===== config.mk =====
export PLATFORM = sky130hd
export DESIGN_NAME = cmd_sequencer_flat
export DESIGN_NICKNAME = d
export VERILOG_FILES = /design/src/rtl/cmd_sequencer_if.sv /design/src/rtl/cmd_sequencer.sv /design/src/flat_wrapper.sv
export SDC_FILE = /design/constraint.sdc
export NUM_CORES = 1
export LEC_CHECK = 0
export BUFFER_PORTS_ARGS = -buffer_cell sky130_fd_sc_hd__clkbuf_2
export CAP_MARGIN = 20
export CORE_UTILIZATION = 56
export DETAILED_ROUTE_END_ITERATION = 6
export PLACE_DENSITY = 0.84
export SETUP_SLACK_MARGIN = 0.5
export SLEW_MARGIN = 5
export SYNTH_ARGS = -nofsm -noshare
export SYNTH_HDL_FRONTEND = slang
export SYNTH_SLANG_ARGS = --single-unit

===== constraint.sdc =====
create_clock -name CLK -period 5.3 [get_ports CLK]
set_input_delay 1.06 -clock CLK [delete_from_list [all_inputs] [get_ports CLK]]
set_output_delay 1.06 -clock CLK [all_outputs]
set_load 0.01 [all_outputs]

===== src/rtl/cmd_sequencer_if.sv =====
// Request/command bundle between the requesters and the command sequencer.
// The master side drives requests; the slave side (the sequencer) answers
// with the command word and the completion pulses.
interface cmd_sequencer_if;
  logic [3:0]  req;
  logic [19:0] req_addr;
  logic [31:0] req_data;
  logic        clr_req;
  logic [15:0] cmd_out;
  logic [3:0]  ack;
  logic        clr_ack;
  logic [1:0]  grant_id;
  logic        busy;

  modport master (
    output req, req_addr, req_data, clr_req,
    input  cmd_out, ack, clr_ack, grant_id, busy
  );

  modport slave (
    input  req, req_addr, req_data, clr_req,
    output cmd_out, ack, clr_ack, grant_id, busy
  );
endinterface


===== src/rtl/cmd_sequencer.sv =====
// Command sequencer: round-robin arbitration of four requesters onto the
// control logic unit command word, with an interleaved CLR command path.
//
// state  | meaning
// -------+-------------------------------------------------------------
// IDLE   | nothing in flight; arbitrate CLR first, then requesters
// SETUP  | address/payload presented, strobe low (1 cycle)
// STROBE | strobe high (STB_LEN cycles)
// HOLD   | strobe low, address/payload kept stable (HOLD_LEN cycles)
// CLEAR  | CLR bit presented alone (1 cycle)
// DONE   | completion pulse to the requester or CLR source (1 cycle)
module cmd_sequencer #(
  parameter int unsigned STB_LEN  = 1,
  parameter int unsigned HOLD_LEN = 4
) (
  input logic            CLK,
  input logic            RST_n,
  cmd_sequencer_if.slave bus
);

  typedef enum logic [2:0] {
    IDLE   = 3'd0,
    SETUP  = 3'd1,
    STROBE = 3'd2,
    HOLD   = 3'd3,
    CLEAR  = 3'd4,
    DONE   = 3'd5
  } state_t;

  state_t      state, state_nxt;
  logic [3:0]  cnt, cnt_nxt;
  logic [1:0]  last_grant, last_grant_nxt;
  logic [1:0]  winner, idx;
  logic        found;
  logic        clr_pend, clr_pend_nxt;
  logic        clr_path, clr_path_nxt;
  logic [4:0]  addr_q, addr_nxt;
  logic [7:0]  data_q, data_nxt;
  logic [15:0] cmd_q, cmd_nxt;
  logic [3:0]  ack_q, ack_nxt;
  logic        clr_ack_q, clr_ack_nxt;
  logic [1:0]  gid_q, gid_nxt;
  logic        busy_q, busy_nxt;

  assign bus.cmd_out  = cmd_q;
  assign bus.ack      = ack_q;
  assign bus.clr_ack  = clr_ack_q;
  assign bus.grant_id = gid_q;
  assign bus.busy     = busy_q;

  // Round-robin pick: first active request after the last granted index.
  always_comb begin
    winner = '0;
    found  = 1'b0;
    idx    = '0;
    for (int k = 1; k <= 4; k++) begin
      idx = last_grant + 2'(k);
      if (!found && bus.req[idx]) begin
        winner = idx;
        found  = 1'b1;
      end
    end
  end

  // Next state, phase timer and the registered output values of that state.
  always_comb begin
    state_nxt      = state;
    cnt_nxt        = cnt;
    last_grant_nxt = last_grant;
    clr_path_nxt   = clr_path;
    addr_nxt       = addr_q;
    data_nxt       = data_q;
    clr_pend_nxt   = clr_pend | bus.clr_req;

    case (state)
      IDLE: begin
        if (clr_pend) begin
          // A clr_req arriving now merges with the one being served.
          state_nxt    = CLEAR;
          clr_pend_nxt = 1'b0;
          clr_path_nxt = 1'b1;
          addr_nxt     = '0;
          data_nxt     = '0;
        end else if (|bus.req) begin
          state_nxt      = SETUP;
          last_grant_nxt = winner;
          clr_path_nxt   = 1'b0;
          addr_nxt       = bus.req_addr[5*winner +: 5];
          data_nxt       = bus.req_data[8*winner +: 8];
        end
      end
      SETUP: begin
        state_nxt = STROBE;
        cnt_nxt   = 4'(STB_LEN - 1);
      end
      STROBE: begin
        if (cnt == '0) begin
          state_nxt = HOLD;
          cnt_nxt   = 4'(HOLD_LEN - 1);
        end else begin
          cnt_nxt = cnt - 4'd1;
        end
      end
      CLEAR: begin
        state_nxt = HOLD;
        cnt_nxt   = 4'(HOLD_LEN - 1);
      end
      HOLD: begin
        if (cnt == '0) state_nxt = DONE;
        else           cnt_nxt   = cnt - 4'd1;
      end
      DONE:    state_nxt = IDLE;
      default: state_nxt = IDLE;
    endcase

    cmd_nxt     = '0;
    ack_nxt     = '0;
    clr_ack_nxt = 1'b0;
    busy_nxt    = (state_nxt != IDLE);
    gid_nxt     = (state_nxt == IDLE || clr_path_nxt) ? 2'd0 : last_grant_nxt;
    case (state_nxt)
      SETUP:  cmd_nxt = {3'b000, addr_nxt, data_nxt};
      STROBE: cmd_nxt = {3'b010, addr_nxt, data_nxt};
      HOLD:   cmd_nxt = {3'b000, addr_nxt, data_nxt};
      CLEAR:  cmd_nxt = 16'h8000;
      DONE: begin
        if (clr_path_nxt) clr_ack_nxt = 1'b1;
        else              ack_nxt     = 4'b0001 << last_grant_nxt;
      end
      default: cmd_nxt = '0;
    endcase
  end

  // State, context and output registers; reset abandons any command in flight.
  always_ff @(posedge CLK or negedge RST_n) begin
    if (!RST_n) begin
      state      <= IDLE;
      cnt        <= '0;
      last_grant <= 2'd3;
      clr_pend   <= 1'b0;
      clr_path   <= 1'b0;
      addr_q     <= '0;
      data_q     <= '0;
      cmd_q      <= '0;
      ack_q      <= '0;
      clr_ack_q  <= 1'b0;
      gid_q      <= '0;
      busy_q     <= 1'b0;
    end else begin
      state      <= state_nxt;
      cnt        <= cnt_nxt;
      last_grant <= last_grant_nxt;
      clr_pend   <= clr_pend_nxt;
      clr_path   <= clr_path_nxt;
      addr_q     <= addr_nxt;
      data_q     <= data_nxt;
      cmd_q      <= cmd_nxt;
      ack_q      <= ack_nxt;
      clr_ack_q  <= clr_ack_nxt;
      gid_q      <= gid_nxt;
      busy_q     <= busy_nxt;
    end
  end

endmodule

===== src/flat_wrapper.sv =====
// flat-port wrapper written by rule: the top's interface ports become plain ports
module cmd_sequencer_flat 
#(
  parameter int unsigned STB_LEN  = 1,
  parameter int unsigned HOLD_LEN = 4
)
  (CLK, RST_n, bus_req, bus_req_addr, bus_req_data, bus_clr_req, bus_cmd_out, bus_ack, bus_clr_ack, bus_grant_id, bus_busy);
  cmd_sequencer_if bus_i ();
  input logic CLK;
  input logic RST_n;
  input wire logic [$bits(bus_i.req)-1:0] bus_req;
  input wire logic [$bits(bus_i.req_addr)-1:0] bus_req_addr;
  input wire logic [$bits(bus_i.req_data)-1:0] bus_req_data;
  input wire logic [$bits(bus_i.clr_req)-1:0] bus_clr_req;
  output wire logic [$bits(bus_i.cmd_out)-1:0] bus_cmd_out;
  output wire logic [$bits(bus_i.ack)-1:0] bus_ack;
  output wire logic [$bits(bus_i.clr_ack)-1:0] bus_clr_ack;
  output wire logic [$bits(bus_i.grant_id)-1:0] bus_grant_id;
  output wire logic [$bits(bus_i.busy)-1:0] bus_busy;
  assign bus_i.req = bus_req;
  assign bus_i.req_addr = bus_req_addr;
  assign bus_i.req_data = bus_req_data;
  assign bus_i.clr_req = bus_clr_req;
  assign bus_cmd_out = bus_i.cmd_out;
  assign bus_ack = bus_i.ack;
  assign bus_clr_ack = bus_i.clr_ack;
  assign bus_grant_id = bus_i.grant_id;
  assign bus_busy = bus_i.busy;
  cmd_sequencer #(.STB_LEN(STB_LEN), .HOLD_LEN(HOLD_LEN)) u_core (.CLK(CLK), .RST_n(RST_n), .bus(bus_i));
endmodule

==> summary.txt <==
Layout
  – Most frequent cells in the layout: clkbuf_2 (81), nand2_1 (47), dfrtp_1 (45)
  – Fillers: 368
  – Finished Layout Cells: 460
  – Nets@finish: 453
  – Area grow syn2layout: 20.2%
  – Commonest non-fill, non-tap cell in the layout: clkbuf_2
  – Diodes inserted: 0
  – Share of layout cells above drive strength 1: 0.280

Placement
  – Port Buffers: 81
  – Post-DP HPWL: 4.89 mm
  – GPL Wtd Cong: 0.932
  – Dpl cells: 450

STA
  – Fin crit period: 2.98 ns
  – Worst Skew: 0.00820 ns
  – Max_slew headroom: 0.342
  – Final Max Slew Viols: 0
  – Max Clk Rate: 0.335 GHz
  – Period utilisation layout: 0.563
  – Setup_tns: 0 ns
  – Worst Tran Pin Value: 0.983 ns
  – Final setup fails: 0
  – Final hold vios: 0
  – RSZ-0062 raised after global routing: false

Clock network
  – CTS tree: done
  – H-tree depth: 2
  – Hold_buf cts: 0
  – Setup Fix Bufs, Post-CTS: 0
  – Num CTS Buffers: 5
  – CTS sink count: 47
  – Max clock buf depth: 2
  – Clk_lat worst skew: 0.30 ns
  – Clock-pin slew on the worst setup and hold paths: 0.08 ns
  – Post-CTS Resized: 0
  – CTS root buf: clkbuf_8

Status
  – Status: completed

Floorplan
  – Die area: 5200 µm²
  – # rows: 25
  – Die height: 72.1 µm
  – # IOs: 83
  – Starting Density: 0.582
  – Core area: 4720 µm²
  – Die width: 72.1 µm

Synthesis
  – Syn Area/Cell: 8.41 µm²
  – Cell Area, Synth: 2750 µm²
  – Post-synth EDFFs: 0
  – Syn Nets: 388
  – Top cell type's share of synthesized area: 0.409
  – Async SR Flop Fraction: 1.00
  – Synth area leader: dfrtp_1
  – Synth Instances: 327
  – Synth cell types: 46
  – Synth Warn #: 0
  – Synth area leaders: dfrtp_1 (41%), o31a_1 (8.0%), nand3_1 (7.6%), nand2_1 (6.4%), nor3_1 (5.1%)
  – Most used DFF post-synth: dfrtp_1
  – Seq cells post-synth: 47
  – Sequential share of the synthesized area: 0.429

Global routing
  – Wire length of the first global-routing pass: 11.3 mm
  – Largest net degree at the start of global routing: 54
  – Vias in the first global route: 2,398
  – Grt total ovfl: 0
  – Initial antenna violation count: 0
  – All-Layer GR Usage: 0.279

Pwr
  – Worst vdd ir: 274 µV
  – Pwr dens: 469 nW/µm²
  – Overall power: 1.55 mW
  – Lkg Pwr: 1.66 nW

Routing
  – Routed vias: 2,799
  – Drt drc: 0
  – Initial DRT Pass Iterations: 6
  – Antenna Violating Nets Remaining: 0
  – Initial drt markers: 223
  – WL/cell: 15.5 µm
  – Vias per inst: 6.08
  – DRT Wirelength: 7.15 mm

Setup path
  – FF-to-FF setup slack: 2.65 ns
  – Reg2reg start: u_core.last_grant[1]
  – Setup CP Type: in -> reg
  – Crit-path slowest cell: or3b_1
  – Req. time, crit path: 5.46 ns
  – WP buf/inv: 2
  – Worst Setup Start Kind: primary input
  – Crit-path leading delay family: simple AND/OR/NAND/NOR gates
  – Largest fanout on the critical path: 27
  – Critical Path Max Stage Delay: 0.77 ns
  – Crit end category: flop
  – Worst EP arrival: 3.14 ns
  – FF-to-FF End: u_core.addr_q[3]
  – R2R cell count: 5
  – Critical-path cell list: clkbuf_2, or3b_1, inv_2, o31a_1, o21ai_1, nand3_1

Run
  – Maxcap violations: 0

Min path
  – Hold path endpoint: u_core.data_q[6]
  – Hold Startpoint: u_core.data_q[6]
  – WHS Path Cells: 2
  – Min-Delay Path Class: reg -> reg
-- layer usage --
layer  part of all wire  GRT usage
met1               0.45      0.421
met3              0.077     0.0514
met2               0.46      0.409
met4              0.020     0.0871
met5                  0          0
-- report_power, final --
group          leakage, nW  internal, mW  total [mW]  switching [mW]
registers            0.613         0.489       0.606           0.117
logic                0.995         0.284       0.706           0.422
clock network       0.0505         0.119       0.238           0.119
total                 1.66         0.891        1.55           0.659
-- sequential cells by signal, indices dropped and copies added (netlist names) --
register / count
u_core.bus.cmd_out: 15
u_core.data_q: 8
u_core.addr_q: 5
u_core.bus.ack: 4
u_core.cnt: 4
u_core.state: 3
u_core.bus.grant_id: 2
u_core.last_grant: 2
u_core.bus.busy: 1
u_core.bus.clr_ack: 1
u_core.clr_path: 1
u_core.clr_pend: 1
-- cell type report --
type	instances	area [µm²]	area share
clock inverter	1	7.51	0.00227
inverter	8	30.0	0.00909
timing repair buffer	84	468	0.142
sequential	47	1180	0.357
tap	67	83.8	0.0254
multi-input combinational	246	1440	0.436
clock buffer	7	96.3	0.0292
-- cell families after synthesis --
kind of cell,share of synthesized area
AO/OA/AOI/OAI,0.227
adder cells (fa/ha/maj),0.00910
buffers and inverters,0.0560
flip-flops,0.429
multiplexers,0.00364
other,0.00136
AND/OR/NAND/NOR,0.275
-- per-stage QoR --
step                      hold slack [ns]  area, µm²  utilization  worst slack (ns)
after floorplan                     0.462       2750            -              2.92
after global placement              0.473       3150        0.666              2.20
after detailed placement            0.484       3150        0.666              2.09
after CTS                           0.504       3250        0.688              2.43
after global routing                0.545       3300        0.700              2.16
final                               0.501       3300        0.700              2.32
-- cell usage after synthesis (all sizes together) (2+ instances only) --
master   n
nand2   47
dfrtp   45
nand3   43
o21ai   34
nor3    31
o31a    25
buf     15
nor2    15
a21oi   11
clkbuf  11
inv      8
a31oi    3
nand2b   3
o22ai    3
o31ai    3
or3      3
a21bo    2
dfstp    2
ha       2
nor2b    2
nor4     2
o21a     2
o41ai    2
or3b     2
-- how the worst max path moves through the flow --
stage	from	endpoint	slack, ns	cells past startpoint
floorplan	bus_req[2]	u_core.bus.cmd_out[0]	2.92	7
global route	bus_req[1]	u_core.bus.cmd_out[11]	2.16	6
detailed placement	bus_req[1]	u_core.addr_q[3]	2.09	6
CTS	bus_req[1]	u_core.addr_q[3]	2.43	6
global placement	bus_req[1]	u_core.bus.cmd_out[1]	2.20	6
finish	bus_req[1]	u_core.addr_q[3]	2.32	6
-- worst reg2reg max path, stage by stage, from the launching register on --
cell     delay (ns)
dfstp_2        0.61
or3b_1         0.72
inv_2          0.43
o31a_1         0.35
o21ai_1        0.27
nand3_1        0.13
Power figures use the tool's default switching activity.
